**src/rtl/mpt_fetch_stage.sv**
```systemverilog
// Walker fetch stage: reads the MPT entry addressed by mpte and replaces mpte with it; skip/invalid bypass memory.
// Latency: bypass 1 cycle; walk 1 cycle to request, then output the cycle after the response.
// Backpressure: single transaction in flight; output held until stage_master_ready, upstream ready only while draining.
module mpt_fetch_stage #(
    parameter int PIPELINE_SLAVE_DATA_WIDTH  = 253,
    parameter int PIPELINE_MASTER_DATA_WIDTH = 253,
    parameter int WALKING_LEVEL              = 0,
    parameter int MEM_ADDR_WIDTH             = 64,
    parameter int MEM_DATA_WIDTH             = 64
) (
    input  logic                                  clk_i,
    input  logic                                  rst_i,
    input  logic                                  stage_slave_valid,
    output logic                                  stage_slave_ready,
    input  logic [PIPELINE_SLAVE_DATA_WIDTH-1:0]  stage_slave_data,
    output logic                                  stage_master_valid,
    input  logic                                  stage_master_ready,
    output logic [PIPELINE_MASTER_DATA_WIDTH-1:0] stage_master_data,
    output logic                                  mem_req_o,
    input  logic                                  mem_gnt_i,
    output logic [MEM_ADDR_WIDTH-1:0]             mem_addr_o,
    input  logic                                  mem_rvalid_i,
    input  logic [MEM_DATA_WIDTH-1:0]             mem_rdata_i,
    input  logic                                  mem_err_i,
    output logic                                  bus_error_o
);

    localparam logic [1:0] MPT_WALKING_ACTIVE = 2'd0;
    localparam logic [1:0] MPT_WALKING_SKIP   = 2'd1;

    // Packed layout of mptw_transaction_t, MSB first; shared with the parsing stage.
    typedef struct packed {
        logic [7:0]  id;
        logic [43:0] mmpt;
        logic [63:0] spa;
        logic [1:0]  access_type;
        logic [63:0] rpa;
        logic        plb_hit;
        logic        format_error;
        logic        access_error;
        logic        completed;
        logic [1:0]  walking;
        logic        valid;
        logic [63:0] mpte;
    } mptw_transaction_t;

    localparam int TXN_W = $bits(mptw_transaction_t);

    if (PIPELINE_MASTER_DATA_WIDTH != PIPELINE_SLAVE_DATA_WIDTH) begin : g_bad_width
        $error("stage_master_data width must equal stage_slave_data width");
    end
    if (PIPELINE_SLAVE_DATA_WIDTH != TXN_W) begin : g_bad_txn_width
        $error("stage data width does not match the packed transaction width");
    end
    if (MEM_DATA_WIDTH > 64 || MEM_ADDR_WIDTH > 64 || MEM_ADDR_WIDTH < 4) begin : g_bad_mem
        $error("memory widths must fit the 64-bit mpte field");
    end
    if (WALKING_LEVEL < 0) begin : g_bad_level
        $error("WALKING_LEVEL must be non-negative");
    end

    typedef enum logic [1:0] {
        IDLE = 2'd0,
        REQ  = 2'd1,
        WAIT = 2'd2,
        OUT  = 2'd3
    } state_t;

    state_t            state, state_n;
    mptw_transaction_t data_q;
    mptw_transaction_t in_txn;
    mptw_transaction_t resp_txn;
    logic              bus_error_q;
    logic              slave_rdy_c;
    logic              accept;
    logic              take_resp;

    assign in_txn = mptw_transaction_t'(stage_slave_data);

    function automatic state_t route(input mptw_transaction_t t);
        return (!t.valid || t.walking == MPT_WALKING_SKIP) ? OUT : REQ;
    endfunction

    always_comb begin
        state_n     = state;
        slave_rdy_c = 1'b0;
        accept      = 1'b0;
        take_resp   = 1'b0;
        case (state)
            IDLE: begin
                slave_rdy_c = 1'b1;
                if (stage_slave_valid) begin
                    accept  = 1'b1;
                    state_n = route(in_txn);
                end
            end
            REQ: begin
                if (mem_gnt_i) begin
                    if (mem_rvalid_i) begin
                        take_resp = 1'b1;
                        state_n   = OUT;
                    end else begin
                        state_n = WAIT;
                    end
                end
            end
            WAIT: begin
                if (mem_rvalid_i) begin
                    take_resp = 1'b1;
                    state_n   = OUT;
                end
            end
            OUT: begin
                slave_rdy_c = stage_master_ready;
                if (stage_master_ready) begin
                    if (stage_slave_valid) begin
                        accept  = 1'b1;
                        state_n = route(in_txn);
                    end else begin
                        state_n = IDLE;
                    end
                end
            end
            default: state_n = IDLE;
        endcase
    end

    // An errored fetch terminates the walk: the parser sees a completed, skipped transaction.
    always_comb begin
        resp_txn      = data_q;
        resp_txn.mpte = '0;
        if (mem_err_i) begin
            resp_txn.completed    = 1'b1;
            resp_txn.walking      = MPT_WALKING_SKIP;
            resp_txn.access_error = 1'b1;
        end else begin
            resp_txn.mpte[MEM_DATA_WIDTH-1:0] = mem_rdata_i;
        end
    end

    always_ff @(posedge clk_i) begin
        if (rst_i) begin
            state <= IDLE;
        end else begin
            state <= state_n;
        end
    end

    always_ff @(posedge clk_i) begin
        if (rst_i) begin
            data_q      <= '0;
            bus_error_q <= 1'b0;
        end else begin
            bus_error_q <= take_resp & mem_err_i;
            if (accept) begin
                data_q <= in_txn;
            end else if (take_resp) begin
                data_q <= resp_txn;
            end
        end
    end

    assign stage_slave_ready  = slave_rdy_c & ~rst_i;
    assign stage_master_valid = (state == OUT);
    assign stage_master_data  = data_q;
    assign mem_req_o          = (state == REQ);
    assign mem_addr_o         = (state == REQ) ? {data_q.mpte[MEM_ADDR_WIDTH-1:3], 3'b000} : '0;
    assign bus_error_o        = bus_error_q;

    // Keep the walking-active encoding visible to readers; only SKIP steers routing here.
    logic unused_walk_enc;
    assign unused_walk_enc = ^MPT_WALKING_ACTIVE;

endmodule

```
**config.mk**
```make
export PLATFORM = sky130hd
export DESIGN_NAME = mpt_fetch_stage
export DESIGN_NICKNAME = d
export VERILOG_FILES = /design/src/rtl/mpt_fetch_stage.sv
export SDC_FILE = /design/constraint.sdc
export NUM_CORES = 1
export LEC_CHECK = 0
export CAP_MARGIN = 20
export CORE_AREA = 3 3 247 249
export CTS_CLUSTER_DIAMETER = 30
export DETAILED_ROUTE_END_ITERATION = 6
export DIE_AREA = 0 0 250 252
export PLACE_DENSITY = 0.48
export REMOVE_ABC_BUFFERS = 1
export SYNTH_ARGS = -nofsm -noshare
export SYNTH_HDL_FRONTEND = slang
export SYNTH_SLANG_ARGS = --single-unit
```
**constraint.sdc**
```tcl
create_clock -name clk_i -period 2 [get_ports clk_i]
set_clock_uncertainty 0.1 [all_clocks]
set_input_delay 0.2 -clock clk_i [delete_from_list [all_inputs] [get_ports clk_i]]
set_output_delay 0.2 -clock clk_i [all_outputs]
set_load 0.01 [all_outputs]
```
After elaboration in Yosys (flattened, before gate mapping)
Cells that the tools add are included.
{ "totals": {"inputBits": 324, "mem_count": 0, "latch_bits": 0, "out_inout_bits": 321, "ff_bits": 256, "mem_bits_ro": 0, "word_cells": 52, "ramBits": 0} }
{ "op_classes": {"n_mux": 20, "magnitude_cmp": 0, "n_bitwise": 3, "shifts": 0, "reduce_logical": 7, "n_eq_ne": 8, "n_div": 0, "addsub": 0, "multipliers": 0} }
{ "ops": {"columns": ["op", "n"], "rows": [
  ["two-way mux 253 bit", 1],
  ["two-way mux 64 bit", 2],
  ["two-way mux 69 bit", 1],
  ["two-way mux 2 bit", 6],
  ["one-hot mux 2 bit (4 select lines)", 1],
  ["one-hot mux 1 bit (2 select lines)", 3],
  ["two-way mux 1 bit", 5],
  ["equality test 2 x 1 -> 1 bit, second input constant", 2],
  ["equality test 2 bit, second input constant", 2],
  ["two-way mux 4 bit", 1],
  ["!= test 2 x 1 -> 1 bit, second input constant", 2],
  ["!= test 2 bit, second input constant", 2],
  ["AND reduction 4 bit", 1],
  ["nonzero test 2 bit", 2],
  ["AND 1 bit", 2],
  ["zero test 2 bit", 1],
  ["AND reduction 2 bit", 1],
  ["zero test 1 bit", 1],
  ["logical OR 1 bit", 1],
  ["inverter 1 bit", 1]
]} }

Depth between registers and ports, before layout
Gate-level depths: netlist of the first run.
{ "logic_depth": {"depth_word": 6, "depth_mapped": 8, "ltp_nobuf": 5} }

Least setup slack after synthesis of the first run
Ideal clock, no wire load.
{ "synth_timing": {"path_type": "reg-to-reg", "startpoint": "register state[0]", "endpoint": "register data_q, in the netlist stage_master_data[10]", "arrival_ns": 1.820, "stages_incl_launch_ff": 8, "n_path_buf": 2, "period_less_slack_ns": 1.980, "required_time_ns": 1.841, "slack_ns": 0.020, "cell_sequence": "dfxtp_1 -> inv_1 -> ha_1 -> or3b_1 -> clkbuf_1 -> clkbuf_1 -> nor3b_1 -> a221o_1"} }
{ "synth_via": {"elab_chain_len": 3} }
{ "synth_rtl": {"columns": ["item", "line", "text"], "rows": [
  ["from (decl)", "69", "state_t state, state_n;"],
  ["from (signal assigned)", "145", "state <= state_n;"],
  ["equality test 2 bit (tied with other cells)", "89", "case (state)"],
  ["one-hot mux 1 bit (2 select lines)", "89", null],
  ["two-way mux 253 bit / nonzero test 2 bit (equally long branches)", null, null],
  ["to (signal assigned)", "156", "data_q <= in_txn;"],
  ["to (signal assigned)", "158", "data_q <= resp_txn;"],
  ["to (decl)", "70", "mptw_transaction_t data_q;"]
]} }
Parallel ways exist; a longest one is shown, timed or not. The select of a mux whose other input is x is not followed.
A chain may end at the register's enable or synchronous reset.

Worst setup path after layout of the first run
{ "layout_timing": {"startpoint": "register state[0]", "endpoint": "register data_q, in the netlist stage_master_data[2]"} }
Same word-level chain as after synthesis.

==> results by group, run 1 <==
Power
  – P_leak: 8.520 nW
  – Seq pwr share: 19.0%
  – Sw power: 13.40 mW
  – Combinational share of power: 47.3%
  – Switching Fraction: 35.14%
  – Pint: 24.74 mW
  – Part of the power in the clock network: 33.8%
  – Pwr Total: 38.15 mW
  – Worst vdd ir: 869.4 uV
  – Pwr per Cell Area: 1659 mW/mm2

Layout
  – Footprint of the multi-input gates: 0.005154 mm2
  – Fillers: 5,792
  – Layout cells sized above 1: 23.78%
  – # nets final: 2,263
  – Sequential Area: 0.005127 mm2
  – Synthesis-to-finish area growth: 121.0%

Synth
  – Largest family of logic cells by synthesized area: compound AO/OA/AOI/OAI gates
  – XOR/XNOR share of the synthesized area: 0%
  – Cells after Synth: 1,190
  – Largest cells by area after synthesis: dfxtp_1 (49%), a21oi_1 (9.1%), nand3_1 (8.9%), o21ai_0 (8.3%), a221o_1 (6.2%)
  – Synth Area in Simple Gates: 18.27%
  – Sequential share of the synthesized area: 49.26%
  – Post-synthesis adder-cell area fraction: 0.6013%
  – Top cell type by total area after synthesis: dfxtp_1
  – Mean Syn Cell Area: 8.743 um2
  – Ys async rst share: 0%
  – Post-synthesis cell area: 0.01040 mm2
  – Complex-gate fraction of the synthesized area: 25.47%
  – #FFs+latches synth: 256
  – Synth cell types: 35
  – Count leader, synth: dfxtp_1
  – Synth warn: 0
  – Yosys top cell area share: 49.26%
  – Multiplexer share of the synthesized area: 0%
  – Post-synth EDFFs: 0
  – Top cells by count, synth: dfxtp_1 (256), a21oi_1 (190), nand3_1 (186)
  – Top_reg_cell synth: dfxtp_1

GRT
  – Gr ovfl total: 0
  – Vias in the first global route: 12,704
  – Total GRT Usage: 18.24%
  – Initial antenna violation count: 28
  – Pin count of the biggest net entering global routing: 138
  – First-pass GRT wire length: 85.91 mm

Clock network
  – CTS tree: done
  – Clock sink count: 256
  – Maximum root-to-sink buffer count: 3
  – Clk slew on worst S/H paths: 0.04 ns
  – CTS Buf Count: 81
  – H-tree depth: 3
  – CTS root buf: clkbuf_16
  – Worst-Skew Late Latency: 0.58 ns

Detailed routing
  – Iteration-0 DRC Markers: 584
  – Top sig layer: met5
  – First-pass DRT Iterations: 5
  – Final ANT Viol Nets: 0
  – DR vias/cell: 4.566
  – Drt total wl: 64.26 mm
  – Routed WL per cell: 22.98 um
  – Vias: 12,766
  – DR DRC count: 0
  – DR WL met2: 32.34 mm
  – M1 wire length: 22.78 mm
  – Met3 routed WL: 6.789 mm

STA
  – Final hold violations: 0
  – Max Fclk: 0.4478 GHz
  – Setup TNS: -15.77 ns
  – Tmin final: 2.233 ns
  – Final setup fails: 166
  – Rel. slew slack: 46.29%
  – RSZ-0062 raised after global routing: yes
  – Setup ws final: -0.2332 ns
  – Worst slew pin tran: 0.8057 ns
  – Slew Viols, Final: 0
  – Tcrit/Tclk final: 111.7%

Floorplanning
  – Initial Util: 17.66%
  – Full die area: 0.06300 mm2
  – Core area: 0.05891 mm2
  – Die W: 250 um
  – IO Pins: 645
  – Die Y-Extent: 252 um
  – Std cell rows: 89

Setup path
  – Crit Path Max Fanout: 6
  – Setup CP Type: reg -> reg
  – Critical Path AT: 2.61 ns
  – Worst endpoint required time: 2.37 ns
  – Setup crit end kind: flip-flop
  – Type of origin of the critical path: flip-flop

Placement
  – GPL Wtd Cong: 0.8150
  – IO buf count: 641
  – Hpwl dp: 41.76 mm

Status
  – Outcome: complete, but fails checks
  – Failing checks: setup timing

Min path
  – Hold Crit Class: in -> reg

Flow run
  – Max-cap violations: 0
-- cell type report --
type                       count  area share, %
tap                          773          4.206
clock buffer                 119          10.32
sequential                   256          22.30
inverter                       6         0.1088
timing repair buffer         800          38.60
antenna                       21         0.2285
multi-input combinational    789          22.41
clock inverter                32          1.823
-- cells in the final DEF, fill, tap and decap left out, types with 5 or more instances in the layout --
cell type	netlist	final
o21ai_1	13	92
clkbuf_1	100	21
buf_8	0	7
nand3_4	0	7
clkbuf_8	0	14
and2_4	0	33
diode_2	0	21
buf_12	0	35
nor3b_1	64	64
nand3_1	186	156
a21oi_2	1	26
o21ai_2	0	15
buf_2	9	31
o21ai_0	172	78
dfxtp_1	256	254
nand2b_1	6	5
a21oi_1	190	164
buf_4	12	56
a221o_1	64	64
clkdlybuf4s50_1	0	572
clkinv_2	0	16
nand3_2	0	23
clkbuf_16	0	100
and2_1	62	29
buf_6	7	51
bufinv_16	0	8
buf_16	0	27
-- critical path, stage by stage, from the launching register on --
cell and delay [ns]:
dfxtp_2 0.32, buf_6 0.12, ha_4 0.18, buf_12 0.13
buf_16 0.13, a21o_4 0.21, buf_6 0.11, and3_4 0.21
buf_12 0.16, buf_16 0.13, a221o_1 0.30
-- cells by family (layout without fill, tap and decap cells) --
group                    Yosys count  after routing
AO/OA/AOI/OAI                    453            453
AND/OR/NAND/NOR                  328            328
flip-flops                       256            256
buffers and inverters            147            957
adder cells (fa/ha/maj)            5              5
other                              1             24
-- repair_timing --
action,in CTS,in global routing
cloned,20,18
gates resized for setup,351,237
endpoints found under the setup margin,187,214
hold endpoints to repair,4,0
pin swaps,43,102
hold buffers,1,0
buffers inserted,26,18
-- registers in the layout, summed over array words and instances, names as in the netlist --
signal / flops
bus_error_o: 1
stage_master_data: 253
state: 2
-- metrics by stage --
stage / hold WS [ns] / utilization (%) / cell area, um2 / setup slack (ns) / instances
after CTS: 0.02555 / 37.09 / 21850 / -0.2391 / 2743
after floorplan: 0.1691 / - / 9772 / -7.583 / 1051
final: 0.07000 / 39.04 / 23000 / -0.2332 / 2796
after global placement: 0.3352 / 30.80 / 18140 / -0.02260 / 2545
after detailed placement: 0.3419 / 30.80 / 18140 / -0.06985 / 2545
after global routing: 0.05014 / 39.02 / 22990 / -0.2570 / 2793
-- final timing paths --
| kind | from | end | slack, ns | cells past startpoint |
|---|---|---|---|---|
| min | stage_slave_data[95] | stage_master_data[95]$_SDFFE_PP0N_ | 0.07 | 3 |
| max reg2reg | state[0]$_SDFFE_PP0P_ | stage_master_data[2]$_SDFFE_PP0P_ | -0.23 | 10 |
| max | state[0]$_SDFFE_PP0P_ | stage_master_data[2]$_SDFFE_PP0P_ | -0.23 | 10 |
| min reg2reg | stage_master_data[67]$_SDFFE_PP0P_ | stage_master_data[67]$_SDFFE_PP0P_ | 0.35 | 2 |
-- power by group through the flow --
stage          logic [mW]  clock network (mW)  registers, mW
6_report             18.0                12.9           7.24
3_5_place_dp         12.9                   0           7.25
4_1_cts              15.2                13.1           7.21
5_1_grt              19.1                13.4           7.38
2_1_floorplan        2.63                   0           6.78
3_3_place_gp         12.8                   0           7.22
-- routing by layer --
metal / up-vias / GRT usage [%]
met5: - / 0
met4: 12 / 10.73
met3: 102 / 8.896
met2: 604 / 30.51
met1: 6117 / 18.53
li1: 5931 / -
Note: power is estimated with default switching activity, not from simulation.
==> run 2, diff against run 1 <==
TNS_END_PERCENT = 1   (was unset)
==> run 2 against run 1 <==
The flow still finishes with violations (setup timing). Combinational power fell by 24%. Sequential power fell by 0.6%. Hold slack improved by 0.0043 ns. Critical path depth is 3 lower. Utilization down 3.0 points. Maximum frequency grew 2.7%. Sequential share of layout area grew 1.9 points. Via count decreased by 3.5%. Non-clock buffer count fell by 65. Clock power barely moved. Global-route usage fell by 0.95 points. Critical endpoint is now mem_addr_o[11]. Largest power group unchanged.
==> results by group, run 2 (same netlist as run 1, synthesis figures left out) <==
Setup path
  – Worst R2R Setup Slack: -0.12 ns (+0.11 ns)
  – Worst endpoint required time: 1.70 ns (-0.67 ns)
  – Type of origin of the critical path: flip-flop
  – Reg2reg end: stage_master_data[52]$_SDFFE_PP0P_
  – Critical Path AT: 1.87 ns (-0.74 ns)
  – Crit Path Max Fanout: 8 (+2)
  – Setup CP Type: reg -> out
  – Setup crit end kind: primary output
  – Reg2reg path depth: 8 (-2)
  – Critical Path Start: state[1]$_SDFFE_PP0P_
  – FF-to-FF Start: state[1]$_SDFFE_PP0P_
  – CP endpoint: mem_addr_o[11]

Placement
  – Hpwl dp: 41.76 mm (unchanged)
  – Area after DPL: 0.01814 mm2 (unchanged)
  – Placed cell count: 2,545 (unchanged)
  – GPL Wtd Cong: 0.8150 (unchanged)
  – IO buf count: 641 (unchanged)

Detailed routing
  – DR DRC count: 0 (unchanged)
  – Drt total wl: 57.69 mm (-10%)
  – Iteration-0 DRC Markers: 548 (-6.2%)
  – Final ANT Viol Nets: 0 (unchanged)
  – Vias: 12,324 (-3.5%)
  – Routed WL per cell: 21.17 um (-7.9%)
  – DR vias/cell: 4.523 (-0.95%)
  – First-pass DRT Iterations: 7 (+2)

GRT
  – First-pass GRT wire length: 82.25 mm (-4.3%)
  – Gr ovfl total: 0 (unchanged)
  – Total GRT Usage: 17.29% (-0.95 points)
  – Pin count of the biggest net entering global routing: 138 (unchanged)
  – Vias in the first global route: 12,498 (-1.6%)
  – Initial antenna violation count: 27 (-3.6%)

Clock network
  – Worst-Skew Late Latency: 0.57 ns (about the same)
  – Clk slew on worst S/H paths: 0.04 ns (about the same)
  – CTS tree: done
  – H-tree depth: 3 (unchanged)
  – Clock sink count: 256 (unchanged)
  – CTS root buf: clkbuf_16
  – Maximum root-to-sink buffer count: 3 (unchanged)
  – CTS Buf Count: 81 (unchanged)

Floorplanning
  – Full die area: 0.06300 mm2 (unchanged)
  – Initial Util: 17.66% (unchanged)
  – Std cell rows: 89 (unchanged)
  – IO Pins: 645 (unchanged)
  – Core area: 0.05891 mm2 (unchanged)
  – Die Y-Extent: 252 um (unchanged)
  – Die W: 250 um (unchanged)

STA
  – Setup ws final: -0.1742 ns (+0.05903 ns)
  – RSZ-0062 raised after global routing: yes
  – Final setup fails: 110 (-34%)
  – Worst slew pin tran: 0.7756 ns (-0.03012 ns)
  – Final hold violations: 0 (unchanged)
  – Min Hold Slack: 0.07428 ns (+0.004279 ns)
  – Max Fclk: 0.4599 GHz (+2.7%)
  – Rel. slew slack: 48.30% (+2.0 points)
  – Slew Viols, Final: 0 (unchanged)
  – Tmin final: 2.174 ns (-0.05903 ns)
  – Tcrit/Tclk final: 108.7% (-3.0 points)

Layout
  – Post-Layout Cell Count: 2,725 (-2.5%)
  – Layout cells sized above 1: 17.24% (-6.5 points)
  – # nets final: 2,198 (-2.9%)
  – Largest register FFs: 253 (unchanged)
  – Most frequent cells in the layout: clkdlybuf4s50_1 (572), dfxtp_1 (255), a21oi_1 (189), nand3_1 (186), o21ai_0 (163)
  – Synthesis-to-finish area growth: 103.8%
  – Cell area after layout: 0.02121 mm2 (-7.8%)
  – Most common cell after layout, fill and taps aside: clkdlybuf4s50_1
  – Final Util: 36.00% (-3.0 points)

Power
  – Pwr Total: 33.59 mW (-12%)
  – Part of the power in the clock network: 38.2% (+4.4 points)
  – Sw power: 11.57 mW (-14%)
  – Worst vdd ir: 681.3 uV (-22%)
  – Seq pwr share: 21.4% (+2.4 points)
  – Combinational share of power: 40.4% (-6.9 points)
  – Pwr per Cell Area: 1584 mW/mm2 (-4.5%)
  – Switching Fraction: 34.45% (-0.69 points)
  – P_leak: 7.834 nW (-8.1%)
  – Pint: 22.02 mW (-11%)

Flow run
  – Max-cap violations: 0 (unchanged)

Status
  – Failing checks: setup timing
  – Outcome: complete, but fails checks

Min path
  – Hold Crit Class: in -> reg
-- run 2: stage by stage --
| step | worst slack [ns] | TNS [ns] |
|---|---|---|
| after floorplan | -7.583 | -1547.42 |
| after detailed placement | -0.06985 | -2.668 |
| after CTS | -0.2391 | -15.66 |
| final | -0.1742 | -10.64 |
| after global routing | -0.2341 | -19.41 |
| after global placement | -0.02260 | -0.9607 |
-- run 2: worst min-delay path by stage --
stage	slack, ns	cells past startpoint	start	end
floorplan	0.17	1	rst_i	stage_master_data[100]$_SDFFE_PP0N_
global placement	0.34	2	stage_master_data[67]$_SDFFE_PP0P_	stage_master_data[67]$_SDFFE_PP0P_
detailed placement	0.34	2	stage_master_data[67]$_SDFFE_PP0P_	stage_master_data[67]$_SDFFE_PP0P_
CTS	0.03	3	stage_slave_data[230]	stage_master_data[230]$_SDFFE_PP0N_
global route	0.05	3	stage_slave_data[174]	stage_master_data[174]$_SDFFE_PP0N_
finish	0.07	3	stage_slave_data[230]	stage_master_data[230]$_SDFFE_PP0N_
-- run 2: power by group through the flow --
stage / clock network, mW / registers (mW) / logic [mW]
after global routing: 13.4 / 7.35 / 14.6
after floorplan: 0 / 6.78 / 2.63
after detailed placement: 0 / 7.25 / 12.9
after CTS: 13.1 / 7.21 / 13.7
after global placement: 0 / 7.22 / 12.8
final: 12.8 / 7.20 / 13.6
-- run 2: what timing repair did --
action,CTS,global route
buffers inserted,7,2
hold endpoints to repair,4,0
setup endpoints to repair,187,305
hold buffers,1,0
gates resized for setup,315,31
pin swaps,34,20
gates cloned,6,0
-- run 2: final cells by class --
class / count / area (um2)
multi-input cells: 789 / 4772
diodes: 15 / 37.54
clock inverters: 32 / 419.2
inverters: 6 / 22.52
well taps: 773 / 967.2
flip-flops and latches: 256 / 5126
repair buffers: 735 / 7488
clock buffers: 119 / 2374
fillers: 5964 / 37700
-- run 2: per-layer routing --
layer  share of wire (%)  up-vias  track usage (%)
li1                    -     5755                -
met1                  36     5890            17.83
met2                  49      562            28.70
met3                  11      105            8.618
met4                 3.7       12            9.609
met5                0.14        -                0
-- run 2: worst max-delay path, stage by stage, from the launching register on --
cell     delay [ns]
dfxtp_1        0.34
inv_2          0.08
ha_4           0.20
buf_6          0.14
buf_12         0.12
buf_16         0.15
and2_4         0.16
buf_6          0.11
